## src/rtl/ctrl_pkg.sv

```systemverilog
// rtl/ctrl_pkg.sv - state, opcode, instruction-class and control encodings for ctrl_fsm
package ctrl_pkg;

  typedef logic [2:0] state_t;

  localparam state_t ST_RESET  = 3'd0;
  localparam state_t ST_FETCH  = 3'd1;
  localparam state_t ST_DECODE = 3'd2;
  localparam state_t ST_EXEC   = 3'd3;
  localparam state_t ST_MEM    = 3'd4;
  localparam state_t ST_WB     = 3'd5;
  localparam state_t ST_TRAP   = 3'd6;

  localparam logic [6:0] OP_R   = 7'b0110011;
  localparam logic [6:0] OP_I   = 7'b0010011;
  localparam logic [6:0] OP_LW  = 7'b0000011;
  localparam logic [6:0] OP_SW  = 7'b0100011;
  localparam logic [6:0] OP_BEQ = 7'b1100011;
  localparam logic [6:0] OP_JAL = 7'b1101111;
  localparam logic [6:0] OP_LUI = 7'b0110111;

  localparam logic [2:0] ALU_ADD = 3'b000;
  localparam logic [2:0] ALU_SUB = 3'b001;
  localparam logic [2:0] ALU_AND = 3'b010;
  localparam logic [2:0] ALU_OR  = 3'b011;
  localparam logic [2:0] ALU_SLT = 3'b101;

  localparam logic [1:0] RES_ALU = 2'b00;
  localparam logic [1:0] RES_MEM = 2'b01;
  localparam logic [1:0] RES_IMM = 2'b10;
  localparam logic [1:0] RES_PC4 = 2'b11;

  localparam logic [1:0] IMM_I = 2'b00;
  localparam logic [1:0] IMM_S = 2'b01;
  localparam logic [1:0] IMM_B = 2'b10;
  localparam logic [1:0] IMM_J = 2'b11;

  localparam logic [1:0] JMP_RST  = 2'b00;
  localparam logic [1:0] JMP_NEXT = 2'b01;
  localparam logic [1:0] JMP_IMM  = 2'b10;
  localparam logic [1:0] JMP_EXC  = 2'b11;

  typedef enum logic [2:0] {
    CL_R, CL_I, CL_LW, CL_SW, CL_BEQ, CL_JAL, CL_LUI, CL_BAD
  } cls_t;

  function automatic cls_t op_class(input logic [6:0] op);
    cls_t c;
    case (op)
      OP_R:    c = CL_R;
      OP_I:    c = CL_I;
      OP_LW:   c = CL_LW;
      OP_SW:   c = CL_SW;
      OP_BEQ:  c = CL_BEQ;
      OP_JAL:  c = CL_JAL;
      OP_LUI:  c = CL_LUI;
      default: c = CL_BAD;
    endcase
    return c;
  endfunction

endpackage

```

## src/rtl/alu_decoder.sv

```systemverilog
// rtl/alu_decoder.sv - combinational op/f3/f7 to aluControl plus illegal-instruction flag
module alu_decoder
  import ctrl_pkg::*;
(
  input  logic [6:0] i_op,
  input  logic [2:0] i_f3,
  input  logic       i_f7,
  output logic [2:0] o_alu_ctrl,
  output logic       o_illegal
);

  cls_t w_cls;

  assign w_cls = op_class(i_op);

  always_comb begin
    o_alu_ctrl = ALU_ADD;
    o_illegal  = 1'b0;
    case (w_cls)
      CL_R, CL_I: begin
        case (i_f3)
          3'b000:  o_alu_ctrl = (w_cls == CL_R && i_f7) ? ALU_SUB : ALU_ADD;
          3'b010:  o_alu_ctrl = ALU_SLT;
          3'b110:  o_alu_ctrl = ALU_OR;
          3'b111:  o_alu_ctrl = ALU_AND;
          default: o_illegal  = 1'b1;
        endcase
      end
      CL_LW, CL_SW: o_illegal = (i_f3 != 3'b010);
      CL_BEQ: begin
        o_alu_ctrl = ALU_SUB;
        o_illegal  = (i_f3 != 3'b000);
      end
      CL_JAL, CL_LUI: o_illegal = 1'b0;
      default: o_illegal = 1'b1;
    endcase
  end

endmodule

```

## src/rtl/ctrl_fsm.sv

```systemverilog
// rtl/ctrl_fsm.sv - multi-cycle RV32I control sequencer (fetch/decode/exec/mem/wb/trap)
// Optional handshake watchdog enabled by defining CTRL_FSM_TIMEOUT_EN.
module ctrl_fsm
  import ctrl_pkg::*;
#(
  parameter int TIMEOUT_W = 8
) (
  input  logic        clk,
  input  logic        rst_n,
  input  logic [6:0]  op,
  input  logic [2:0]  f3,
  input  logic        f7,
  input  logic        zero,
  input  logic        imem_ready,
  input  logic        dmem_ready,
  output logic        pc_en,
  output logic        ir_en,
  output logic        dmem_req,
  output logic        dmem_we,
  output logic        regWrite,
  output logic        aluSrc,
  output logic        branch,
  output logic [1:0]  jump,
  output logic [1:0]  resultSrc,
  output logic [1:0]  inmSrc,
  output logic [2:0]  aluControl,
  output logic        trap,
  output logic [31:0] instret
);

  state_t      r_state;
  state_t      w_next;
  cls_t        r_cls;
  logic [2:0]  r_alu;
  logic [31:0] r_instret;
  logic [2:0]  w_alu;
  logic        w_illegal;
  logic        w_retire;
  logic        w_timeout;

  alu_decoder u_alu_decoder (
    .i_op       (op),
    .i_f3       (f3),
    .i_f7       (f7),
    .o_alu_ctrl (w_alu),
    .o_illegal  (w_illegal)
  );

`ifdef CTRL_FSM_TIMEOUT_EN
  logic [TIMEOUT_W-1:0] r_wait_cnt;

  // Cleared on every state change, so each FETCH/MEM visit starts from zero.
  always_ff @(posedge clk or negedge rst_n) begin
    if (!rst_n) begin
      r_wait_cnt <= '0;
    end else if (w_next != r_state) begin
      r_wait_cnt <= '0;
    end else if (r_state == ST_FETCH || r_state == ST_MEM) begin
      r_wait_cnt <= r_wait_cnt + {{(TIMEOUT_W-1){1'b0}}, 1'b1};
    end
  end

  assign w_timeout = &r_wait_cnt;
`else
  logic [TIMEOUT_W-1:0] w_unused_timeout_w;

  assign w_unused_timeout_w = '0;
  assign w_timeout          = 1'b0;
`endif

  always_comb begin
    w_next = r_state;
    case (r_state)
      ST_RESET:  w_next = ST_FETCH;
      ST_FETCH: begin
        if (imem_ready)     w_next = ST_DECODE;
        else if (w_timeout) w_next = ST_TRAP;
      end
      ST_DECODE: w_next = w_illegal ? ST_TRAP : ST_EXEC;
      ST_EXEC: begin
        case (r_cls)
          CL_LW, CL_SW:   w_next = ST_MEM;
          CL_BEQ, CL_JAL: w_next = ST_FETCH;
          default:        w_next = ST_WB;
        endcase
      end
      ST_MEM: begin
        if (dmem_ready)     w_next = ST_FETCH;
        else if (w_timeout) w_next = ST_TRAP;
      end
      ST_WB, ST_TRAP: w_next = ST_FETCH;
      default:        w_next = ST_RESET;
    endcase
  end

  assign w_retire = (r_state == ST_WB)
                  || (r_state == ST_MEM && dmem_ready)
                  || (r_state == ST_EXEC && (r_cls == CL_BEQ || r_cls == CL_JAL));

  // The decoded class and ALU op are captured in DECODE so EXEC/MEM/WB stay stable.
  always_ff @(posedge clk or negedge rst_n) begin
    if (!rst_n) begin
      r_state   <= ST_RESET;
      r_cls     <= CL_BAD;
      r_alu     <= ALU_ADD;
      r_instret <= '0;
    end else begin
      r_state <= w_next;
      if (r_state == ST_DECODE) begin
        r_cls <= op_class(op);
        r_alu <= w_alu;
      end
      if (w_retire) begin
        r_instret <= r_instret + 32'd1;
      end
    end
  end

  assign instret = r_instret;

  always_comb begin
    pc_en      = 1'b0;
    ir_en      = 1'b0;
    dmem_req   = 1'b0;
    dmem_we    = 1'b0;
    regWrite   = 1'b0;
    aluSrc     = 1'b0;
    branch     = 1'b0;
    jump       = JMP_RST;
    resultSrc  = RES_ALU;
    inmSrc     = IMM_I;
    aluControl = ALU_ADD;
    trap       = 1'b0;
    case (r_state)
      // rst_n gating keeps every output low while reset is held.
      ST_RESET: pc_en = rst_n;
      ST_FETCH: ir_en = imem_ready;
      ST_EXEC, ST_MEM, ST_WB: begin
        aluControl = r_alu;
        case (r_cls)
          CL_I, CL_LW: aluSrc = 1'b1;
          CL_SW: begin
            aluSrc = 1'b1;
            inmSrc = IMM_S;
          end
          CL_BEQ: begin
            inmSrc = IMM_B;
            branch = zero;
            jump   = JMP_NEXT;
            pc_en  = 1'b1;
          end
          CL_JAL: begin
            inmSrc    = IMM_J;
            resultSrc = RES_PC4;
            regWrite  = 1'b1;
            jump      = JMP_IMM;
            pc_en     = 1'b1;
          end
          CL_LUI:  resultSrc = RES_IMM;
          default: aluSrc = 1'b0;
        endcase
        if (r_state == ST_MEM) begin
          dmem_req = 1'b1;
          dmem_we  = (r_cls == CL_SW);
          jump     = JMP_NEXT;
          pc_en    = dmem_ready;
          if (r_cls == CL_LW && dmem_ready) begin
            regWrite  = 1'b1;
            resultSrc = RES_MEM;
          end
        end
        if (r_state == ST_WB) begin
          regWrite = 1'b1;
          pc_en    = 1'b1;
          jump     = JMP_NEXT;
        end
      end
      ST_TRAP: begin
        pc_en = 1'b1;
        jump  = JMP_EXC;
        trap  = 1'b1;
      end
      default: pc_en = 1'b0;
    endcase
  end

endmodule

```

## config.mk

```make
export PLATFORM = sky130hd
export DESIGN_NAME = ctrl_fsm
export DESIGN_NICKNAME = d
export VERILOG_FILES = /design/src/rtl/ctrl_pkg.sv /design/src/rtl/alu_decoder.sv /design/src/rtl/ctrl_fsm.sv
export SDC_FILE = /design/constraint.sdc
export NUM_CORES = 1
export LEC_CHECK = 0
export ABC_CLOCK_PERIOD_IN_PS = 1900
export CAP_MARGIN = 40
export CELL_PAD_IN_SITES_DETAIL_PLACEMENT = 2
export CELL_PAD_IN_SITES_GLOBAL_PLACEMENT = 2
export CORE_MARGIN = 2
export CORE_UTILIZATION = 27
export CTS_CLUSTER_SIZE = 16
export DETAILED_ROUTE_END_ITERATION = 8
export PLACE_DENSITY_LB_ADDON = 0.3
export REMOVE_ABC_BUFFERS = 1
export SETUP_SLACK_MARGIN = 0.4
export SYNTH_ARGS = -nofsm -noshare
export SYNTH_HDL_FRONTEND = slang
export SYNTH_SLANG_ARGS = --single-unit
export TNS_END_PERCENT = 100
```

## constraint.sdc

```tcl
create_clock -name clk -period 1.9 [get_ports clk]
set_clock_uncertainty 0.15 [all_clocks]
set_input_delay 0.19 -clock clk [delete_from_list [all_inputs] [get_ports clk]]
set_output_delay 0.19 -clock clk [all_outputs]
set_load 0.05 [all_outputs]
```

==> results of run 1 <==
## worst paths after layout
| kind | from | endpoint | cells after the start |
|---|---|---|---|
| worst max-delay path | r_cls[2]$_DFFE_PN1N_ | resultSrc[0] | 7 |
| worst min-delay path | f3[1] | r_alu[1]$_DFFE_PN0N_ | 4 |
| worst max register to register | r_cls[2]$_DFFE_PN1N_ | instret[4]$_DFFE_PN0P_ | 7 |
| worst min register to register | instret[20]$_DFFE_PN0P_ | instret[20]$_DFFE_PN0P_ | 1 |
| max in group asynchronous | rst_n | r_state[1]$_DFFE_PN0P_ | 3 |
| min in group asynchronous | rst_n | instret[8]$_DFFE_PN0P_ | 3 |
## flip-flops by register name, summed over array words and instances, names as in the netlist
register  count
instret      32
r_alu         3
r_cls         3
r_state       3
## synthesized netlist by cell type (all sizes together) (2+ instances only)
cell type | n | area (sq um)
nor4b | 9 | 125
o21ai | 11 | 55.1
nor2 | 13 | 48.8
a211o | 2 | 17.5
nor4 | 6 | 75.1
nand4 | 4 | 46.3
o22ai | 2 | 12.5
a31oi | 2 | 12.5
nor2b | 4 | 25.0
xor2 | 30 | 263
nand2 | 22 | 82.6
nand4b | 2 | 17.5
buf | 4 | 31.3
nor3 | 12 | 60.1
dfrtp | 38 | 951
nand3b | 5 | 37.5
and2 | 6 | 37.5
nand2b | 7 | 51.3
and4 | 6 | 52.6
a21oi | 3 | 15.0
inv | 3 | 11.3
nand3 | 9 | 50.1
nor3b | 8 | 60.1
a21boi | 2 | 15.0
dfstp | 3 | 78.8
o311a | 2 | 31.3
xnor2 | 4 | 35.0
clkbuf | 6 | 25.0
and3 | 5 | 31.3
## per-stage QoR
stage | total power, uW | area, sq um | instances | util | TNS (ps)
2_1_floorplan | 2350 | 2410 | 232 | - | -5630
3_3_place_gp | 3550 | 3620 | 453 | 0.414 | -135
3_5_place_dp | 3640 | 3620 | 453 | 0.414 | -512
4_1_cts | 5590 | 4640 | 491 | 0.529 | -2080
5_1_grt | 6550 | 4990 | 513 | 0.570 | -9790
6_report | 6340 | 4990 | 513 | 0.570 | -7330
## cell families after synthesis
kind of cell               share of synthesized area
muxes                                        0.00457
DFF                                            0.418
xor gates and xnor gates                       0.121
AOI/OAI and AO/OA                             0.0854
adders and majority gates                    0.00508
and+or+nand+nor                                0.338
buffers and inverters                         0.0274
## final cells by class
class	count	share of cell area
clock buffers	5	0.0138
clock inverters	3	0.00927
inverters	3	0.00226
multi-input cells	188	0.401
flip-flops and latches	41	0.207
well taps	108	0.0271
repair buffers	165	0.340
## critical path, stage by stage (launching register included)
cell,delay [ps]
dfstp_2,570
buf_6,110
buf_6,90
nor2b_4,160
buf_4,140
a22oi_2,100
nor2_1,180
buf_6,190
## metal layers
layer  wire [um]  global-route usage  up-vias
li1            -                   -     1189
met1        6270               0.350     1441
met2        7460               0.453       84
met3         522              0.0260       22
met4         283              0.0558        0
met5           0                   0        -
## report_power, final
part | total [uW] | switching, uW | internal (uW) | leakage, uW
registers | 1240 | 214 | 1030 | 0.000462
clock network | 788 | 393 | 395 | 0.0000543
logic | 4310 | 2280 | 2040 | 0.00181
total | 6340 | 2880 | 3460 | 0.00232
## timing repair
item / CTS / global route
pin swaps: 70 / 35
hold endpoints to repair: 38 / 0
cloned: 2 / 0
gates resized for setup: 150 / 47
buffers inserted: 27 / 22
setup endpoints to repair: 63 / 60
hold buffers: 1 / 0
==> impl_metrics.tcl, run 1 <==
set metrics [dict create \
    hold_viol_final 0 \
    whs_ps 338 \
    diodes 0 \
    max-clock-path-buffers 2 \
    via_count 2736 \
    layout.cells.most_common "buf_4" \
    multiInputGateArea_sq_um 2000 \
    max_freq_mhz 458 \
    route.detailed.drc 0 \
    syn_area_sq_um 2460 \
    drtIter0Drc 118 \
    worst_pin_slew_ps 590 \
    synth-seq-cells 41 \
    layout_setup_ws_ps -284 \
    drt_pass1_iterations 4 \
    grt_pass1_vias 2993 \
    core_area_sq_um 8760 \
    die_y_um 99.5 \
    cts_sinks 41 \
    cts_tree "yes" \
    drt.antenna.violating_nets 0 \
    path_clk_slew_ps 100 \
    synth-main-ff-cell "dfrtp_1" \
    cap_viol_max_count 0 \
    fillers 805 \
    yosysUniqueCellTypes 51 \
    critPathCaptureType "primary output" \
    io_pins 65 \
    portBuffers 64 \
    cts-htree-levels 2 \
    dieArea_sq_um 9900 \
    synth_async_sr_flop_share 1.00 \
    slew_headroom 0.607 \
    regArea_sq_um 1030 \
    final_cell_mix "88 x buf_4, 34 x dfrtp_1, 32 x buf_6, 27 x xor2_1, 21 x nand2_1" \
    grt_pass1_wl_um 19500 \
    rsz0062_at_grt "yes" \
    die_w_um 99.5 \
    place_ws_ps -108 \
    routed_wl_um 14500 \
    critPathMaxFanout 3 \
    start_kind "register" \
    grt_util_all_layers 0.260 \
    antenna_found_initial 0 \
    pwr_density_cell_nw_per_um2 1270 \
    grt-ovfl-total 0 \
    cts_made_buffers 5 \
    synth_warnings 0 \
    status "finished, violations left" \
    synth_edf_count 0 \
    violations "negative setup slack" \
    synthCells 242 \
    start_util 0.281 \
    ir_drop_mv 0.720 \
    finalCriticalPeriod_ps 2180 \
    clock-root-buffer "clkbuf_8" \
    cp.required_ps 1560 \
    fin_crit_sh 1.15 \
    dp_hpwl_um 6270 \
    critical_path_class "register to primary output" \
    syn2layout_area_growth_pct 103 \
    arrival_ps 1840 \
    wl_per_cell_um 28.3 \
    p_leak_uw 0.00232 \
    fin_nets 421 \
    syn_avg_cell_area_sq_um 10.2 \
    clk_latency_ps 320 \
    row_count 34 \
    final-setup-viol-count 51 \
    hp-class "input pin to register" \
    drive_above_1_share 0.622 \
    maxSlewViolCount 0 \
    viasPerCell 5.33 \
    yosysSeqAreaShare 0.418 \
    r2r_setup_slack_ps -270 \
    grt_max_degree 42 \
    place_congestion 0.797 \
]
No activity file was read; power rests on OpenSTA's default activity.
==> inputs of run 2 (changes only) <==
- SETUP_SLACK_MARGIN: 0.4 -> unset
==> run 2 against run 1 <==
Against the previous run:
- hold slack worse by 33 ps
- non-clock buffer count is 22 lower
- highest routed layer unchanged
- die area stayed put
- count of clock-buffer cells in the layout stayed put
- clock power is 2% lower
- flip-flop and latch count stayed put
- first-iteration DRC count is 29% lower
- total power is 8.3% lower
- critical path depth stayed put
- the flow still finishes with violations (negative setup slack)
- fmax is 1.1% lower
- critical path type is now register to register
- sequential share of layout area is 1.5 points higher
==> impl_metrics.tcl, run 2 (synthesized netlist as in run 1, its figures left out) <==
set metrics [dict create \
    critPathCaptureType "register" \
    place_congestion 0.797 \
    viasPerCell 5.19 \
    rr_worst_depth 7 \
    critPathMaxStageDelay_ps 580 \
    path_clk_slew_ps 100 \
    critical_path_class "register to register" \
    violations "negative setup slack" \
    crit_family "flip-flops" \
    routed_wl_um 12200 \
    instances_no_fill 491 \
    wl_per_cell_um 24.8 \
    start_kind "register" \
    placed_cells 453 \
    layout_setup_ws_ps -307 \
    grt_util_all_layers 0.221 \
    fillers 853 \
    grt_pass1_wl_um 16900 \
    hp-class "input pin to register" \
    cts_sinks 41 \
    clock-root-buffer "clkbuf_8" \
    largest_reg_flops 32 \
    grt_max_degree 42 \
    cp.required_ps 1980 \
    final_cell_mix "81 x buf_4, 35 x dfrtp_1, 29 x xor2_1, 21 x nand2_1, 20 x buf_12" \
    row_count 34 \
    route.detailed.drc 0 \
    finalCriticalPeriod_ps 2210 \
    core_area_sq_um 8760 \
    grt_pass1_vias 2815 \
    power_uw 5810 \
    cap_viol_max_count 0 \
    cts_tree "yes" \
    dp_hpwl_um 6270 \
    cp_num_buf_inv 3 \
    worst_pin_slew_ps 575 \
    die_w_um 99.5 \
    cts-htree-levels 2 \
    max_freq_mhz 453 \
    setup_tns_ps -6680 \
    die_y_um 99.5 \
    drtIter0Drc 84 \
    ir_drop_mv 0.877 \
    critPathMaxFanout 7 \
    holdPathStages 2 \
    syn2layout_area_growth_pct 88.7 \
    pwr_density_cell_nw_per_um2 1250 \
    maxSlewViolCount 0 \
    via_count 2548 \
    drive_above_1_share 0.517 \
    arrival_ps 2280 \
    layout.cells.most_common "buf_4" \
    drt_pass1_iterations 4 \
    start_util 0.281 \
    crit_slowest_cell "dfstp_2" \
    grt-ovfl-total 0 \
    slew_headroom 0.617 \
    drt.antenna.violating_nets 0 \
    fin_nets 399 \
    p_leak_uw 0.00221 \
    path_depth 7 \
    diodes 0 \
    final-setup-viol-count 46 \
    status "finished, violations left" \
    hold_viol_final 0 \
    rsz0062_at_grt "yes" \
    clk_latency_ps 310 \
    dieArea_sq_um 9900 \
    max-clock-path-buffers 2 \
    antenna_found_initial 0 \
    fin_crit_sh 1.16 \
    portBuffers 64 \
    cts_made_buffers 5 \
    io_pins 65 \
    crit_chain "buf_4 -> nand2b_4 -> o311a_4 -> buf_12 -> buf_16 -> nor4b_4 -> xor2_1" \
]
-- run 2: changes by cell type in the layout (fill, tap and decap cells not counted), moves of 4 or more --
cell,previous run,this run
dlygate4sd2_1,4,0
o21ai_2,5,1
o21ai_0,1,6
clkdlybuf4s50_1,10,16
nor2_1,5,9
buf_4,88,81
buf_6,32,15
dlymetal6s2s_1,0,4
-- run 2: worst paths after layout --
path | startpoint | end | slack [ps]
hold / removal | op[0] | r_cls[2]$_DFFE_PN1N_ | 310
setup / recovery | r_cls[2]$_DFFE_PN1N_ | instret[22]$_DFFE_PN0P_ | -310
min in group asynchronous | rst_n | instret[4]$_DFFE_PN0P_ | 420
max in group asynchronous | rst_n | r_state[1]$_DFFE_PN0P_ | 750
hold reg to reg | instret[31]$_DFFE_PN0P_ | instret[31]$_DFFE_PN0P_ | 340
setup reg to reg | r_cls[2]$_DFFE_PN1N_ | instret[22]$_DFFE_PN0P_ | -310
-- run 2: per-layer routing --
| metal | vias up | GRT usage | share of wire |
|---|---|---|---|
| met5 | - | 0 | 0 |
| met4 | 0 | 0.0632 | 0.014 |
| met3 | 11 | 0.0239 | 0.022 |
| met2 | 42 | 0.398 | 0.53 |
| met1 | 1343 | 0.280 | 0.43 |
| li1 | 1152 | - | - |
-- run 2: through the flow --
stage	hold slack, ps	area [sq um]	util	setup WS [ps]
final	306	4650	0.530	-307
after global routing	320	4650	0.530	-333
after CTS	328	4300	0.490	-189
after detailed placement	205	3620	0.414	-108
after global placement	207	3620	0.414	-81.5
after floorplan	-256	2410	-	-1080
-- run 2: area by class of cell --
type	count	area, sq um	area share
multi-input cells	188	1850	0.398
repair buffers	143	1500	0.323
flip-flops and latches	41	1030	0.222
well taps	108	135	0.0291
clock buffers	5	68.8	0.0148
clock inverters	3	46.3	0.00996
inverters	3	11.3	0.00242
-- run 2: repair_timing --
action | 4_1_cts | 5_1_grt
cloned | 2 | 0
hold buffers | 1 | 0
resized for setup | 77 | 42
endpoints found under the setup margin | 25 | 54
buffers inserted | 11 | 18
endpoints found under the hold margin | 38 | 0
pin swaps | 46 | 33
-- run 2: power breakdown --
part	switching (uW)	internal [uW]
clock network	380	395
registers	195	1020
logic	2040	1770
